<file path="src/rtl/spi_pkg.sv">
// Shared definitions for the SPI register-frame message layer.
//   - FSM state encodings (IDLE/CMD/WRITE/READ)
//   - command byte write-flag bit position
//   - default status byte shown on MISO while the command shifts in
package spi_pkg;

    localparam logic [1:0] ST_IDLE  = 2'd0;
    localparam logic [1:0] ST_CMD   = 2'd1;
    localparam logic [1:0] ST_WRITE = 2'd2;
    localparam logic [1:0] ST_READ  = 2'd3;

    localparam int unsigned CMD_WR_BIT     = 7;
    localparam logic [7:0]  STATUS_DEFAULT = 8'h55;

endpackage

</file>
<file path="src/rtl/spi_regfile.sv">
// DEPTH x 8 register file: one synchronous write port, two asynchronous read ports.
// Ports:
//   sysClk, rstN        clock, async active-low reset (clears every register)
//   we, wAddr, wData    write port
//   rAddrA / rDataA     read port A (frame FSM)
//   rAddrB / rDataB     read port B (user logic)
//   reg0Bit0            bit 0 of register 0
module spi_regfile #(
    parameter int unsigned DEPTH  = 16,
    parameter int unsigned ADDR_W = $clog2(DEPTH)
) (
    input  logic              sysClk,
    input  logic              rstN,
    input  logic              we,
    input  logic [ADDR_W-1:0] wAddr,
    input  logic [7:0]        wData,
    input  logic [ADDR_W-1:0] rAddrA,
    output logic [7:0]        rDataA,
    input  logic [ADDR_W-1:0] rAddrB,
    output logic [7:0]        rDataB,
    output logic              reg0Bit0
);

    logic [7:0] mem [DEPTH];

    always_ff @(posedge sysClk or negedge rstN) begin
        if (!rstN) begin
            for (int unsigned i = 0; i < DEPTH; i++) begin
                mem[i] <= '0;
            end
        end else if (we) begin
            mem[wAddr] <= wData;
        end
    end

    assign rDataA   = mem[rAddrA];
    assign rDataB   = mem[rAddrB];
    assign reg0Bit0 = mem[0][0];

endmodule

</file>
<file path="src/rtl/spi_reg_frame.sv">
// SPI message layer: interprets each SS frame as [command][data...] and gives the
// SPI master read/write access to a small register file.
// Ports:
//   sysClk, usrResetNot   clock, async active-low reset
//   frameActive           synchronized SS (1 = in frame)
//   rxValid, rxData       received-byte strobe and byte from the byte layer
//   txData                next byte to shift out (registered, 1-cycle latency)
//   wrStrobe/wrAddr/wrData  one-cycle write notification
//   usrAddr, usrData      local combinational read port
//   LED                   reg[0][0]
module spi_reg_frame
    import spi_pkg::*;
#(
    parameter int unsigned DEPTH  = 16,
    parameter logic [7:0]  STATUS = STATUS_DEFAULT,
    localparam int unsigned ADDR_W = $clog2(DEPTH)
) (
    input  logic              sysClk,
    input  logic              usrResetNot,
    input  logic              frameActive,
    input  logic              rxValid,
    input  logic [7:0]        rxData,
    output logic [7:0]        txData,
    output logic              wrStrobe,
    output logic [ADDR_W-1:0] wrAddr,
    output logic [7:0]        wrData,
    input  logic [ADDR_W-1:0] usrAddr,
    output logic [7:0]        usrData,
    output logic              LED
);

    logic [1:0]        state;
    logic [ADDR_W-1:0] addr;
    logic [ADDR_W-1:0] nextAddr;
    logic [ADDR_W-1:0] cmdAddr;
    logic [ADDR_W-1:0] fsmRdAddr;
    logic [7:0]        fsmRdData;
    logic              regWe;
    // Set by reset; a frame already in progress at reset must end before a new one starts.
    logic              waitDrop;

    assign cmdAddr   = rxData[ADDR_W-1:0];
    assign nextAddr  = addr + 1'b1;
    // In CMD the read address comes straight from the command byte so the first
    // read byte is ready one cycle after rxValid.
    assign fsmRdAddr = (state == ST_CMD) ? cmdAddr : nextAddr;
    assign regWe     = (state == ST_WRITE) && rxValid;

    spi_regfile #(
        .DEPTH  (DEPTH),
        .ADDR_W (ADDR_W)
    ) uRegfile (
        .sysClk   (sysClk),
        .rstN     (usrResetNot),
        .we       (regWe),
        .wAddr    (addr),
        .wData    (rxData),
        .rAddrA   (fsmRdAddr),
        .rDataA   (fsmRdData),
        .rAddrB   (usrAddr),
        .rDataB   (usrData),
        .reg0Bit0 (LED)
    );

    always_ff @(posedge sysClk or negedge usrResetNot) begin
        if (!usrResetNot) begin
            state    <= ST_IDLE;
            addr     <= '0;
            txData   <= STATUS;
            wrStrobe <= 1'b0;
            wrAddr   <= '0;
            wrData   <= '0;
            waitDrop <= 1'b1;
        end else begin
            wrStrobe <= 1'b0;
            if (!frameActive) begin
                waitDrop <= 1'b0;
            end
            case (state)
                ST_IDLE: begin
                    txData <= STATUS;
                    if (frameActive && !waitDrop) begin
                        state <= ST_CMD;
                    end
                end
                ST_CMD: begin
                    if (rxValid) begin
                        addr <= cmdAddr;
                        if (rxData[CMD_WR_BIT]) begin
                            state  <= ST_WRITE;
                            txData <= rxData;
                        end else begin
                            state  <= ST_READ;
                            txData <= fsmRdData;
                        end
                    end
                end
                ST_WRITE: begin
                    if (rxValid) begin
                        wrStrobe <= 1'b1;
                        wrAddr   <= addr;
                        wrData   <= rxData;
                        addr     <= nextAddr;
                        txData   <= rxData;
                    end
                end
                default: begin
                    if (rxValid) begin
                        addr   <= nextAddr;
                        txData <= fsmRdData;
                    end
                end
            endcase
            // Frame end overrides the next state but the byte above is still committed.
            if (!frameActive) begin
                state  <= ST_IDLE;
                txData <= STATUS;
            end
        end
    end

endmodule

</file>
<file path="config.mk">
export PLATFORM = sky130hd
export DESIGN_NAME = spi_reg_frame
export DESIGN_NICKNAME = d
export VERILOG_FILES = /design/src/rtl/spi_pkg.sv /design/src/rtl/spi_regfile.sv /design/src/rtl/spi_reg_frame.sv
export SDC_FILE = /design/constraint.sdc
export NUM_CORES = 1
export LEC_CHECK = 0
export CAP_MARGIN = 20
export CORE_ASPECT_RATIO = 2
export CORE_UTILIZATION = 54
export CTS_CLUSTER_SIZE = 30
export DETAILED_ROUTE_END_ITERATION = 10
export DONT_BUFFER_PORTS = 1
export GPL_ROUTABILITY_DRIVEN = 0
export GPL_TIMING_DRIVEN = 0
export HOLD_SLACK_MARGIN = 0.02
export PLACE_DENSITY = 0.79
export SYNTH_ARGS = -nofsm -noshare
export SYNTH_HDL_FRONTEND = slang
export SYNTH_HIERARCHICAL = 1
export SYNTH_SLANG_ARGS = --single-unit
</file>
<file path="constraint.sdc">
create_clock -name sysClk -period 3 [get_ports sysClk]
set_input_delay 0.3 -clock sysClk [delete_from_list [all_inputs] [get_ports sysClk]]
set_output_delay 0.3 -clock sysClk [all_outputs]
set_load 0.005 [all_outputs]
</file>
==> metrics.log <==
INFO  metric outcome = finished, violations left
INFO  metric violations = negative hold slack
INFO  metric top_level_ports = 46
INFO  metric layout.core_utilization = 61.9%
INFO  metric critical_path_endpoint_category = register
INFO  metric start_util = 54.9%
INFO  metric timing.hold.worst.class = input port to async pin
INFO  metric async_flop_share = 100%
INFO  metric die_height = 178 µm
INFO  metric netlist_instances = 589
INFO  metric final.period_utilization = 99.3%
INFO  metric netlist.area_leader.share = 45.2%
INFO  metric clock_sinks = 156
INFO  metric setup.worst_path.class = register to register
INFO  metric dominantRegCellSynth = dfrtp_1
INFO  metric numCtsBuffers = 17
INFO  metric initial_detailed_routing_violation_count = 574
INFO  metric clock_insertion_delay_worst_skew = 0.44 ns
INFO  metric clk_root_buffer_cell = clkbuf_16
INFO  metric timing_hold_violations_final = 156
INFO  metric grt_first_pass_wirelength = 35,100 µm
INFO  metric detail_route.wirelength = 22,900 µm
INFO  metric rrSetupSlack = 0.02 ns
INFO  metric fin_crit = 2.98 ns
INFO  metric portBuffers = 0
INFO  metric drive_gt1_share = 46.5%
INFO  metric areaGrowthSynthToFinish = 12.7%
INFO  metric timing_max_transition_violations_final = 0
INFO  metric worstReg2RegEnd = txData[6]$_DFFE_PN1P_
INFO  metric netlist-cell-type-count = 43
INFO  metric fp-row-count = 64
INFO  metric drv.max_cap_violation_count = 0
INFO  metric yosysSeqAreaShare = 46.8%
INFO  metric clockBufferDepth = 2
INFO  metric std_cell_core_area = 0.0152 mm²
INFO  metric place_area = 0.00860 mm²
INFO  metric num_antenna_cells = 0
INFO  metric wl_per_cell = 27.6 µm
INFO  metric powerDensity = 779 mW/mm²
INFO  metric groute.usage.overall = 29.9%
INFO  metric synth_nets = 606
INFO  metric grt_max_degree = 157
INFO  metric globalRoute.totalOverflow = 0
INFO  metric ant_nets = 0
INFO  metric die_area = 0.0160 mm²
INFO  metric synth.area.top_cells = dfrtp_1 (45%), mux2_2 (17%), mux4_2 (17%)
INFO  metric finClkSkew = 0.0124 ns
INFO  metric antenna_found_initial = 0
INFO  metric finalSetupViolCount = 0
INFO  metric postLayoutSetupSlackWorst = 0.0202 ns
INFO  metric cp-start-kind = register
INFO  metric fp.dieW = 89.9 µm
INFO  metric postLayoutCellArea = 0.00942 mm²
INFO  metric dr_total_vias = 5,685
INFO  metric layout.nets = 638
INFO  metric dr.max_layer_used = met4
INFO  metric r2r_cells = 10
INFO  metric relSlewSlack = 28.7%
INFO  metric largest_driver_fanout_on_the_critical_path = 10
INFO  metric dp.final_hpwl = 15,800 µm
INFO  metric ir_worst_vdd = 395 µV
INFO  metric via_per_inst = 6.83
INFO  metric dpl_worst_slack = -0.907 ns
INFO  metric synth_top_area_cell = dfrtp_1
INFO  metric worstReg2RegStart = state[0]$_DFFE_PN0P_
INFO  metric cts.htree.levels = 4
INFO  metric synth_seq_cells = 156
INFO  metric setup_tns = 0 ns
INFO  metric route.met3.wl = 1470 µm
INFO  metric per_instance_average_area_after_synthesis = 14.2 µm²
INFO  metric clock_tree_from_tritoncts = built
INFO  metric timing.critical_path.arrival = 3.35 ns
INFO  metric worstPathRequired = 3.37 ns
INFO  metric hold-worst-slack = -0.446 ns
INFO  metric synthesis.yosys.warnings = 6
INFO  metric grt_pass1_vias = 6,216
INFO  metric wirelength_met1 = 7350 µm
INFO  metric dr.pass1.iters = 5
INFO  metric rsz0062_at_grt = true
INFO  metric max_freq = 0.336 GHz
INFO  metric power_leakage = 4.23 nW
INFO  metric syn_area = 0.00835 mm²
INFO  metric timing_worst_slew_pin_value = 1.06 ns
INFO  metric routed-wl-met2 = 12,400 µm
INFO  metric cts.clk_slew.worst_paths = 0.07 ns
INFO  metric route.detailed.drc = 0
INFO  metric synth-edff-count = 0
## critical path: stages, from the launching register on
cell and delay, ns:
dfrtp_1 0.38, buf_4 0.19, nand2b_2 0.15, o21ai_2 0.43, buf_2 0.41, mux4_2 0.40
a22oi_2 0.22, nand2_2 0.13, mux2i_1 0.17, nor2_1 0.07, o32a_1 0.33
## synthesized netlist by cell type, types with 4 or more instances
cell type / instances
inv_1: 4
nand3_1: 4
buf_2: 15
nor2b_1: 9
dfstp_2: 5
nor2_1: 18
buf_1: 4
nand2_1: 38
clkbuf_1: 17
a31oi_1: 4
a21oi_1: 13
mux2i_1: 4
mux2_4: 11
nor2_2: 6
dfrtp_1: 151
a22oi_1: 33
mux2_2: 128
mux4_2: 64
buf_4: 5
o21ai_0: 13
## where the power goes
group	internal (mW)	switching [mW]
sequential	2.59	0.424
combinational	1.10	0.975
clock	1.32	0.918
total	5.01	2.32
## repair_timing
action	CTS	global route
pin swaps	0	1
endpoints found under the setup margin	8	5
buffers inserted	0	2
gates resized for setup	13	13
endpoints found under the hold margin	199	158
hold buffers	10	2
## area by class of cell
cell class | instances | area, µm²
Multi-Input combinational cell | 385 | 4230
Tap cell | 198 | 248
Buffer | 43 | 263
Inverter | 4 | 15.0
Clock inverter | 15 | 189
Clock buffer | 17 | 425
Sequential cell | 156 | 3910
Fill cell | 1132 | 5800
Timing Repair Buffer | 14 | 135
## state kept, by name (all words and copies together) (netlist names)
| register | cells |
|---|---|
| uRegfile/mem | 127 |
| wrAddr | 4 |
| txData | 8 |
| state | 2 |
| waitDrop | 1 |
| uRegfile/reg0Bit0 | 1 |
| wrStrobe | 1 |
| addr | 4 |
| wrData | 8 |
## metal layers
| layer | vias up | track usage [%] |
|---|---|---|
| met3 | 124 | 6.90 |
| met4 | 0 | 24.9 |
| li1 | 2313 | - |
| met2 | 309 | 53.6 |
| met5 | - | 0 |
| met1 | 2939 | 29.0 |
## layout by cell type, fill, tap and decap left out, types with 5 or more instances in the layout
| cell | instances |
|---|---|
| nor2_2 | 6 |
| clkbuf_1 | 13 |
| clkinv_4 | 5 |
| clkbuf_16 | 17 |
| dlygate4sd3_1 | 12 |
| buf_4 | 8 |
| o21ai_0 | 12 |
| mux4_2 | 64 |
| mux2_4 | 11 |
| dfstp_2 | 5 |
| nand2_1 | 37 |
| mux2_2 | 128 |
| a21oi_1 | 13 |
| a22oi_1 | 29 |
| nor2_1 | 18 |
| nor2b_1 | 9 |
| buf_2 | 12 |
| dfrtp_1 | 151 |
## stage by stage
| stage | hold WS, ns | std cells | power [mW] |
|---|---|---|---|
| after floorplan | 0.00441 | 589 | 4.42 |
| after global placement | 0.00996 | 787 | 4.81 |
| after detailed placement | 0.00860 | 787 | 4.96 |
| after CTS | -0.450 | 828 | 7.26 |
| after global routing | -0.451 | 832 | 7.59 |
| final | -0.446 | 832 | 7.33 |
## how the worst max path moves through the flow
| stage | start | to | slack, ns | cells after the start |
|---|---|---|---|---|
| 6_report | state[0]$_DFFE_PN0P_ | txData[6]$_DFFE_PN1P_ | 0.02 | 10 |
| 2_1_floorplan | state[0]$_DFFE_PN0P_ | txData[5]$_DFFE_PN0P_ | 0.26 | 13 |
| 3_5_place_dp | state[0]$_DFFE_PN0P_ | txData[6]$_DFFE_PN1P_ | -0.91 | 11 |
| 4_1_cts | state[1]$_DFFE_PN0P_ | txData[6]$_DFFE_PN1P_ | 0.001 | 9 |
| 3_3_place_gp | state[0]$_DFFE_PN0P_ | txData[6]$_DFFE_PN1P_ | -0.75 | 11 |
| 5_1_grt | state[0]$_DFFE_PN0P_ | txData[6]$_DFFE_PN1P_ | -0.1 | 12 |
## cells by family (layout without fill, tap and decap cells)
kind of cell	count (synthesis)	in the layout	share of synthesized area, %
xor+xnor	2	2	0.210
mux	207	207	37.0
compound gates	74	74	6.04
buf+inv	48	93	2.88
fa+ha+maj	1	1	0.150
simple gates	101	101	6.94
flops	156	156	46.8
No activity file was read; power rests on OpenSTA's default activity.
